$ cat config.mk
export PLATFORM = sky130hd
export DESIGN_NAME = fetch_queue
export DESIGN_NICKNAME = d
export VERILOG_FILES = /design/src/rtl/proc_pkg.sv /design/src/rtl/fq_ram.sv /design/src/rtl/fetch_queue.sv
export SDC_FILE = /design/constraint.sdc
export NUM_CORES = 1
export LEC_CHECK = 0
export CORE_AREA = 2 2 130 132
export CTS_BUF_LIST = sky130_fd_sc_hd__clkbuf_2 sky130_fd_sc_hd__clkbuf_4 sky130_fd_sc_hd__clkbuf_8
export CTS_CLUSTER_DIAMETER = 30
export DETAILED_ROUTE_END_ITERATION = 8
export DIE_AREA = 0 0 132 134
export PLACE_DENSITY = 0.94
export RECOVER_POWER = 50
export SLEW_MARGIN = 15
export SYNTH_ARGS = -nofsm -noshare
export SYNTH_HDL_FRONTEND = slang
export SYNTH_SLANG_ARGS = --single-unit
export TNS_END_PERCENT = 20
$ cat constraint.sdc
create_clock -name clk -period 3.6 [get_ports clk]
set_input_delay 0.36 -clock clk [delete_from_list [all_inputs] [get_ports clk]]
set_output_delay 0.36 -clock clk [all_outputs]
set_load 0.005 [all_outputs]
$ cat src/rtl/proc_pkg.sv
// Shared processor definitions: address/word widths and the fetch-queue entry record.
package proc_pkg;

   localparam int unsigned AW_DEF = 16;
   localparam int unsigned WORD_W = 16;

   // Field order matches the packing used for queue storage.
   typedef struct packed {
      logic [WORD_W-1:0] fncode;
      logic [WORD_W-1:0] data;
      logic [AW_DEF-1:0] addr;
   } fq_entry_t;

endpackage

$ cat src/rtl/fq_ram.sv
// Fetch-queue storage: register array with one synchronous write port and one async read port.
module fq_ram #(
   parameter int unsigned DEPTH = 4,
   parameter int unsigned W     = 48
) (
   input  logic                     clk,
   input  logic                     we,
   input  logic [$clog2(DEPTH)-1:0] waddr,
   input  logic [W-1:0]             wdata,
   input  logic [$clog2(DEPTH)-1:0] raddr,
   output logic [W-1:0]             rdata
);

   logic [W-1:0] mem [DEPTH];

   // Contents need no reset; occupancy tracking in the controller qualifies every read.
   always_ff @(posedge clk) begin
      if (we) begin
         mem[waddr] <= wdata;
      end
   end

   assign rdata = mem[raddr];

endmodule

$ cat src/rtl/fetch_queue.sv
// Instruction fetch queue: streams words from synchronous program memory into a small FIFO
// feeding the execute FSM, with redirect flush and halt stall.
module fetch_queue
   import proc_pkg::*;
#(
   parameter int unsigned DEPTH = 4,
   parameter int unsigned AW    = AW_DEF
) (
   input  logic                     clk,
   input  logic                     rst,
   input  logic                     halt,
   input  logic                     redirect,
   input  logic [AW-1:0]            redirect_addr,
   output logic [AW-1:0]            mem_addr,
   input  logic [WORD_W-1:0]        mem_fncode,
   input  logic [WORD_W-1:0]        mem_data,
   output logic                     out_valid,
   input  logic                     out_ready,
   output logic [WORD_W-1:0]        out_fncode,
   output logic [WORD_W-1:0]        out_data,
   output logic [AW-1:0]            out_addr,
   output logic [$clog2(DEPTH):0]   count
);

   localparam int unsigned PW = $clog2(DEPTH);
   localparam int unsigned CW = PW + 1;
   localparam int unsigned OW = CW + 1;
   localparam int unsigned EW = 2 * WORD_W + AW;

   logic [AW-1:0] pc;
   logic [AW-1:0] tag;
   logic          inflight;
   logic [PW-1:0] head;
   logic [PW-1:0] tail;
   logic [CW-1:0] cnt;

   logic          pop;
   logic          push;
   logic          issue;
   logic [OW-1:0] occ;
   logic [EW-1:0] wdata;
   logic [EW-1:0] rdata;

   // Handshake and issue decisions; a redirect cycle neither pops nor fetches.
   assign out_valid = (cnt != '0);
   assign pop       = out_valid && out_ready && !redirect;
   assign push      = inflight && !redirect;
   assign occ       = OW'(cnt) + OW'(inflight);
   assign issue     = !halt && !redirect && ((occ < OW'(DEPTH)) || (out_valid && out_ready));
   assign mem_addr  = pc;

   // Fetch pointer and one-deep in-flight tracker.
   always_ff @(posedge clk or posedge rst) begin
      if (rst) begin
         pc       <= '0;
         tag      <= '0;
         inflight <= 1'b0;
      end else if (redirect) begin
         pc       <= redirect_addr;
         inflight <= 1'b0;
      end else if (issue) begin
         pc       <= pc + AW'(1);
         tag      <= pc;
         inflight <= 1'b1;
      end else begin
         inflight <= 1'b0;
      end
   end

   // Queue pointers and occupancy.
   always_ff @(posedge clk or posedge rst) begin
      if (rst) begin
         head <= '0;
         tail <= '0;
         cnt  <= '0;
      end else if (redirect) begin
         head <= '0;
         tail <= '0;
         cnt  <= '0;
      end else begin
         if (push) begin
            tail <= tail + PW'(1);
         end
         if (pop) begin
            head <= head + PW'(1);
         end
         cnt <= cnt + CW'(push) - CW'(pop);
      end
   end

   assign wdata = {mem_fncode, mem_data, tag};

   fq_ram #(
      .DEPTH (DEPTH),
      .W     (EW)
   ) u_ram (
      .clk   (clk),
      .we    (push),
      .waddr (tail),
      .wdata (wdata),
      .raddr (head),
      .rdata (rdata)
   );

   // Head entry is forced to zero while empty so stale storage never shows.
   assign out_fncode = out_valid ? rdata[EW-1 -: WORD_W]      : '0;
   assign out_data   = out_valid ? rdata[AW+WORD_W-1 -: WORD_W] : '0;
   assign out_addr   = out_valid ? rdata[AW-1:0]              : '0;
   assign count      = cnt;

endmodule

==> impl_summary.log, run 1 <==
[metrics] result of the run: finished with violations
[metrics] failing checks: max-capacitance violations, max-slew violations
[metrics] largest net degree at the start of global routing: between 50 and 60
[metrics] DRC errors left: 0
[metrics] count of input and output buffers: 120
[metrics] RD Place Congestion: 0.884
[metrics] Critical Path Fanout Max: 26
[metrics] clock-pin slew reported for the worst setup and hold paths after clock tree synthesis: approximately 0.06 ns
[metrics] count of final setup violators: 0
[metrics] post-synthesis cell count: between 500 and 600
[metrics] mean number of vias per cell: 5.94
[metrics] TritonRoute pass-1 iters: 5
[metrics] Max-Slew Margin vs Limit: -0.440
[metrics] Inserted Clock Buffers: 40
[metrics] worst hold margin: ~0.44 ns
[metrics] number of cells traversed by the worst register-to-register path: 3
[metrics] Worst Min Path Start: redirect_addr[0]
[metrics] register-to-register setup slack: 0.73 ns
[metrics] number of vias in the routed layout: ~5.5k
[metrics] Synth Flop Type: sky130_fd_sc_hd__edfxtp_1
[metrics] leakage power summed over all cells: 3.99 nW
[metrics] R2R Path End: u_ram.mem[2][17]
[metrics] final core utilization: 0.733
[metrics] cell types occupying the most area after synthesis: sky130_fd_sc_hd__edfxtp_1 (60%), sky130_fd_sc_hd__mux4_2 (11%), sky130_fd_sc_hd__dfrtp_1 (10%), sky130_fd_sc_hd__and2_1 (3.5%), sky130_fd_sc_hd__nand3_1 (1.3%)
[metrics] Hold Path Stages: 3
[metrics] maximum clock insertion buffer count: 3
[metrics] Async S/R FF share, synth: 0.172
[metrics] number of synthesized register bits: about 230
[metrics] setup repair after global routing missed its margin: false
[metrics] startpoint type of the worst setup path: flop
[metrics] Detailed Route WL: 19900 um
[metrics] number of hold buffers added after cts: 0
[metrics] Final Max Tran Viols: between 60 and 70
[metrics] most repeated cell in the gate-level netlist after synthesis: sky130_fd_sc_hd__edfxtp_1
[metrics] Root Driver: sky130_fd_sc_hd__clkbuf_8
[metrics] # rows: 47
[metrics] destination of the worst hold path: mem_addr[0]
[metrics] Initial Util: 0.589
[metrics] area occupied by multi-input gates: ~2700 um^2
[metrics] detailed placement HPWL: 12600 um
[metrics] remaining number of nets flagged by the antenna check after routing: 0
[metrics] total power: 8.24 mW
[metrics] cell area after synthesis: approximately 9600 um^2
[metrics] # H-tree levels: 2
[metrics] source-to-sink clock delay at the later pin of the worst-skew pair: approximately 0.53 ns
[metrics] Cell Chain, Critical Path: buf_4, mux4_2, and2_1, clkdlybuf4s50_1
[metrics] register area: 6770 um^2
[metrics] total grt overflow: 0
[metrics] highest achievable clock rate: approximately 320 MHz
[metrics] Yosys warning total: 0
[metrics] start-to-end type of the worst setup path: flop to output pin
[metrics] CTS tree: built
[metrics] net count after synthesis: 602
[metrics] DIE AREA: around 18000 um^2
[metrics] type of destination of the critical path: output pin
[metrics] NumNets Final: approximately 750
[metrics] critical path arrival: 2.78 ns
[metrics] share of Yosys cell area claimed by the top area cell type: 0.601
[metrics] pin slew with the least headroom to its limit: about 2.2 ns
[metrics] area inside the core boundary: between 15000 and 20000 um^2
[metrics] GRT Total Usage: 0.233
[metrics] count of filler cells inserted in the layout: between 900 and 1k
[metrics] first-pass GRT wire length: between 30000 and 40000 um
[metrics] total count of hold-check failures in the final report: 0
[metrics] Synth top cells by count: sky130_fd_sc_hd__edfxtp_1 (192), sky130_fd_sc_hd__and2_1 (53), sky130_fd_sc_hd__mux4_2 (48)
[metrics] number of maximum-capacitance constraint violations: 2
[metrics] Boundary Pins: about 120
[metrics] area added between synthesis and finish: 24.4%
[metrics] via count of the first global-routing pass: 5875
[metrics] cell with the biggest individual delay on the critical path: sky130_fd_sc_hd__dfrtp_4
[metrics] post-synthesis area per instance: between 15 and 20 um^2
[metrics] number of flops mapped to enable cells by yosys: ~190
[metrics] summed negative setup slack over all endpoints: 0 ns
[metrics] library cell occupying the most area in the post-synthesis netlist: sky130_fd_sc_hd__edfxtp_1
[metrics] Seq/Total Area, Yosys: 0.705
[metrics] drt wl/cell: between 20 and 25 um
[metrics] setup skew after layout: 0.0220 ns
[metrics] PD cells: between 600 and 700 nW/um^2
[metrics] Worst Hold Class: input pin to flop
[metrics] post-cts repair resize count: 0
[metrics] minimum period implied by the final worst setup slack: ~3.1 ns
[metrics] final critical-path share of the clock period: 0.872
[metrics] critical path's largest stage delay: just under 0.8 ns
[metrics] required time of the worst setup path: approximately 3.2 ns
[metrics] number of violations reported at the end of detailed-routing iteration 0: just over 400
[metrics] post-CTS setup repair buffer count: 0
[metrics] reg-to-reg startpoint: inflight
[metrics] sink count of the clock tree: approximately 230
[metrics] antenna violations before repair: 2
[metrics] Vert. Die Dim: approximately 130 um
[metrics] Yosys cell types: 48
[metrics] width of the die: between 100 and 150 um
[metrics] VDD IR max: between 0.3 and 0.4 mV
[metrics] ratio of cells with drive above 1 in the final layout: 0.198
critical path: cells and delay by family (launching register included):
| family | cells | cell delay (ns) |
|---|---|---|
| flops | 1 | 0.77 |
| buf+inv | 2 | 0.77 |
| mux | 1 | 0.53 |
| simple gates | 1 | 0.17 |
where the power goes:
group | switching [mW] | total (mW) | internal (mW)
Combinational | 0.845 | 2.14 | 1.29
Sequential | 0.312 | 3.52 | 3.21
Clock | 1.01 | 2.58 | 1.57
Total | 2.17 | 8.24 | 6.07
cell usage in the layout (no fill, tap or decap), types with 4 or more instances in the layout:
cell / n
sky130_fd_sc_hd__nor2_1: 15
sky130_fd_sc_hd__a21oi_1: 6
sky130_fd_sc_hd__o211ai_1: 6
sky130_fd_sc_hd__nand2_1: 6
sky130_fd_sc_hd__clkbuf_8: 41
sky130_fd_sc_hd__and2_1: 49
sky130_fd_sc_hd__nor2b_1: 14
sky130_fd_sc_hd__inv_1: 8
sky130_fd_sc_hd__ha_1: 8
sky130_fd_sc_hd__dlygate4sd3_1: 36
sky130_fd_sc_hd__edfxtp_1: 192
sky130_fd_sc_hd__clkinv_2: 7
sky130_fd_sc_hd__dfrtp_1: 38
sky130_fd_sc_hd__nand3_1: 25
sky130_fd_sc_hd__mux4_2: 48
sky130_fd_sc_hd__clkbuf_4: 7
sky130_fd_sc_hd__buf_4: 9
sky130_fd_sc_hd__o2111ai_1: 4
sky130_fd_sc_hd__a31oi_1: 4
sky130_fd_sc_hd__a22oi_1: 4
sky130_fd_sc_hd__nor3_1: 6
sky130_fd_sc_hd__clkdlybuf4s50_1: 84
sky130_fd_sc_hd__o21ai_0: 7
sky130_fd_sc_hd__mux2_2: 8
sky130_fd_sc_hd__bufinv_16: 6
sky130_fd_sc_hd__clkinv_1: 4
sky130_fd_sc_hd__a221oi_1: 4
sky130_fd_sc_hd__nand2b_1: 5
sky130_fd_sc_hd__mux2_1: 8
stage by stage:
stage                     setup WS, ns  instance area [um^2]  std cells
after floorplan                   1.10                  9590        540
final                            0.460                 11900        934
after global routing             0.319                 11900        933
after global placement            1.02                 11100        864
after CTS                        0.382                 12000        932
after detailed placement         0.882                 11100        864
area by class of cell:
cell class                 instances  share of cell area
sequential                       232               0.567
multi-input combinational        271               0.222
timing repair buffer             133               0.112
clock buffer                      48              0.0517
tap                              220              0.0231
clock inverter                    20              0.0213
inverter                           8             0.00252
antenna                            2            0.000419
worst max-delay path by stage:
| stage | from | to | depth (start not counted) |
|---|---|---|---|
| final | head[0] | out_fncode[3] | 4 |
| after global placement | head[0] | out_addr[5] | 4 |
| after detailed placement | redirect | u_ram.mem[1][18] | 4 |
| after CTS | head[0] | out_fncode[3] | 4 |
| after floorplan | redirect | u_ram.mem[0][0] | 4 |
| after global routing | head[0] | out_fncode[3] | 4 |
routing by layer:
metal	part of all wire	vias to the layer above	wire length (um)	track usage
met5	0.00050	-	10	0
met4	0.021	2	422	0.0791
met3	0.070	40	1400	0.0574
met2	0.51	262	10100	0.399
met1	0.40	2799	7990	0.294
li1	-	2446	-	-
flip-flops by register name, indices dropped and copies added, names as in the netlist:
| name | flops |
|---|---|
| u_ram.mem | 192 |
| mem_addr | 16 |
| tag | 16 |
| count | 3 |
| head | 2 |
| tail | 2 |
| inflight | 1 |
kinds of logic (layout without fill, tap and decap cells):
logic type      after synthesis  count (layout)  synth area share
flops                       232             232             0.705
simple gates                145             145            0.0894
mux                          65              65             0.133
compound gates               48              48            0.0397
buf+inv                      37             209            0.0168
fa+ha+maj                     9               9            0.0125
xor+xnor                      4               4           0.00365
other cells                   0               2                 0
(Power assumes the default switching activity.)
==> inputs of run 2 (changes only) <==
--- a/config.mk
+++ b/config.mk
@@ -5,12 +5,14 @@
 export SDC_FILE = /design/constraint.sdc
 export NUM_CORES = 1
 export LEC_CHECK = 0
+export ABC_AREA = 0
+export CAP_MARGIN = 15
 export CORE_AREA = 2 2 130 132
 export CTS_BUF_LIST = sky130_fd_sc_hd__clkbuf_2 sky130_fd_sc_hd__clkbuf_4 sky130_fd_sc_hd__clkbuf_8
 export CTS_CLUSTER_DIAMETER = 30
 export DETAILED_ROUTE_END_ITERATION = 8
 export DIE_AREA = 0 0 132 134
-export PLACE_DENSITY = 0.94
+export PLACE_DENSITY = 0.91
 export RECOVER_POWER = 50
 export SLEW_MARGIN = 15
 export SYNTH_ARGS = -nofsm -noshare
==> impl_summary.log, run 2 (same netlist as run 1, synthesis figures left out) <==
[metrics] detailed placement HPWL: 12800 um
[metrics] pin slew with the least headroom to its limit: between 1 and 1.5 ns
[metrics] register-to-register setup slack: 0.91 ns
[metrics] Int Pwr: between 5 and 6 mW
[metrics] critical path arrival: roughly 2.7 ns
[metrics] count of input and output buffers: 120
[metrics] Worst Hold Class: input pin to flop
[metrics] number of hold buffers added after cts: 0
[metrics] Most Crowded Layer GR: met2
[metrics] Root Driver: sky130_fd_sc_hd__clkbuf_8
[metrics] VDD IR max: 0.268 mV
[metrics] Area after DPL: 11100 um^2
[metrics] Max-Slew Margin vs Limit: 0.109
[metrics] post-CTS setup repair buffer count: 0
[metrics] setup skew after layout: approximately 0.023 ns
[metrics] DRC errors left: 0
[metrics] type of destination of the critical path: output pin
[metrics] start-to-end type of the worst setup path: flop to output pin
[metrics] largest register by flop count: u_ram.mem
[metrics] area added between synthesis and finish: 23.1%
[metrics] count of filler cells inserted in the layout: 943
[metrics] PD cells: roughly 660 nW/um^2
[metrics] mean number of vias per cell: between 5 and 6
[metrics] result of the run: complete, no violations
[metrics] Largest register FFs: between 150 and 200
[metrics] Global Route met3 Usage: 0.0540
[metrics] largest net degree at the start of global routing: 52
[metrics] highest achievable clock rate: about 330 MHz
[metrics] Vert. Die Dim: around 130 um
[metrics] minimum period implied by the final worst setup slack: around 3.1 ns
[metrics] sw frac: 0.274
[metrics] final critical-path share of the clock period: 0.852
[metrics] Comb power frac: 0.279
[metrics] startpoint type of the worst setup path: flop
[metrics] relative contribution of the clock network to total power: 0.273
[metrics] remaining number of nets flagged by the antenna check after routing: 0
[metrics] clock-pin slew reported for the worst setup and hold paths after clock tree synthesis: around 0.07 ns
[metrics] first-pass GRT wire length: between 30000 and 40000 um
[metrics] most frequent cells in the layout: sky130_fd_sc_hd__edfxtp_1 (192), sky130_fd_sc_hd__clkdlybuf4s50_1 (87), sky130_fd_sc_hd__and2_1 (49)
[metrics] Detailed Route WL: 19900 um
[metrics] via count of the first global-routing pass: roughly 5.8k
[metrics] Critical Path Fanout Max: 18
[metrics] antenna violations before repair: 1
[metrics] number of maximum-capacitance constraint violations: 0
[metrics] CTS tree: built
[metrics] total grt overflow: 0
[metrics] portion of total power attributed to sequential cells: 0.448
[metrics] area inside the core boundary: around 16000 um^2
[metrics] source-to-sink clock delay at the later pin of the worst-skew pair: 0.52 ns
[metrics] leading cell type in the layout, fill and taps excluded: sky130_fd_sc_hd__edfxtp_1
[metrics] post-cts repair resize count: 0
[metrics] required time of the worst setup path: 3.24 ns
[metrics] Initial Util: 0.589
[metrics] cell total after placement: roughly 860
[metrics] least setup slack across all paths after layout: around 0.53 ns
[metrics] post-route cell area: 11800 um^2
[metrics] # rows: 47
[metrics] met2 usage: 0.370
[metrics] maximum clock insertion buffer count: 3
[metrics] sink count of the clock tree: around 230
[metrics] number of vias in the routed layout: between 5k and 6k
[metrics] setup repair after global routing missed its margin: false
[metrics] Inserted Clock Buffers: 37
[metrics] Finished Layout Cells: 930
[metrics] width of the die: between 100 and 150 um
[metrics] summed negative setup slack over all endpoints: 0 ns
[metrics] ratio of cells with drive above 1 in the final layout: 0.189
[metrics] switching power of the nets: ~2.1 mW
[metrics] TritonRoute pass-1 iters: 7
[metrics] setup slack at placement: 0.893 ns
[metrics] drt wl/cell: about 21 um
[metrics] GRT Total Usage: 0.230
[metrics] number of violations reported at the end of detailed-routing iteration 0: just under 500
[metrics] # H-tree levels: 2
[metrics] count of final setup violators: 0
[metrics] Final Max Tran Viols: 0
[metrics] NumNets Final: 744
[metrics] leakage power summed over all cells: ~3.9 nW
[metrics] RD Place Congestion: just under 0.9
[metrics] Boundary Pins: about 120
[metrics] met1 Track Usage GR: 0.315
[metrics] final core utilization: 0.725
[metrics] total count of hold-check failures in the final report: 0
[metrics] DIE AREA: around 18000 um^2
[run 2: power by group through the flow]
| stage | clock, mW | sequential (mW) | combinational, mW |
|---|---|---|---|
| finish | 2.14 | 3.50 | 2.18 |
| global route | 2.30 | 3.55 | 2.34 |
| CTS | 2.19 | 3.51 | 2.22 |
| detailed placement | 0 | 3.56 | 2.20 |
| global placement | 0 | 3.53 | 2.12 |
| floorplan | 0 | 3.41 | 1.19 |
[run 2: layout make-up]
type	count	area, um^2	area share
repair buffers	132	1350	0.114
diodes	1	2.50	0.000212
flip-flops and latches	232	6770	0.573
clock inverters	13	63.8	0.00540
clock buffers	53	654	0.0554
multi-input cells	271	2660	0.226
well taps	220	275	0.0233
inverters	8	30.0	0.00254
[run 2: metal layers]
layer  vias up  part of all wire
met5         -                 0
met1      2811              0.41
met3        33             0.067
met4         0             0.020
met2       230              0.50
li1       2431                 -
[run 2: worst max-delay path: stages (launching register included)]
cell                              delay [ns]
sky130_fd_sc_hd__dfrtp_4                0.67
sky130_fd_sc_hd__buf_4                  0.32
sky130_fd_sc_hd__mux4_2                 0.54
sky130_fd_sc_hd__and2_1                 0.18
sky130_fd_sc_hd__clkdlybuf4s50_1        0.47
[run 2: path summary, 6_finish.rpt]
| path | cells past startpoint | endpoint | startpoint |
|---|---|---|---|
| worst min-delay path | 3 | mem_addr[0] | redirect_addr[0] |
| worst min register to register | 0 | u_ram.mem[3][5] | tag[5] |
| worst max-delay path | 4 | out_addr[5] | head[0] |
| worst max register to register | 11 | count[2] | count[1] |
| max in group asynchronous | 4 | mem_addr[12] | rst |
| min in group asynchronous | 2 | tag[15] | rst |
[run 2: metrics by stage]
step           total power, mW  hold slack [ns]
3_3_place_gp              5.65            0.490
4_1_cts                   7.91            0.366
5_1_grt                   8.19            0.468
6_report                  7.83            0.456
2_1_floorplan             4.60            0.459
3_5_place_dp              5.76            0.501
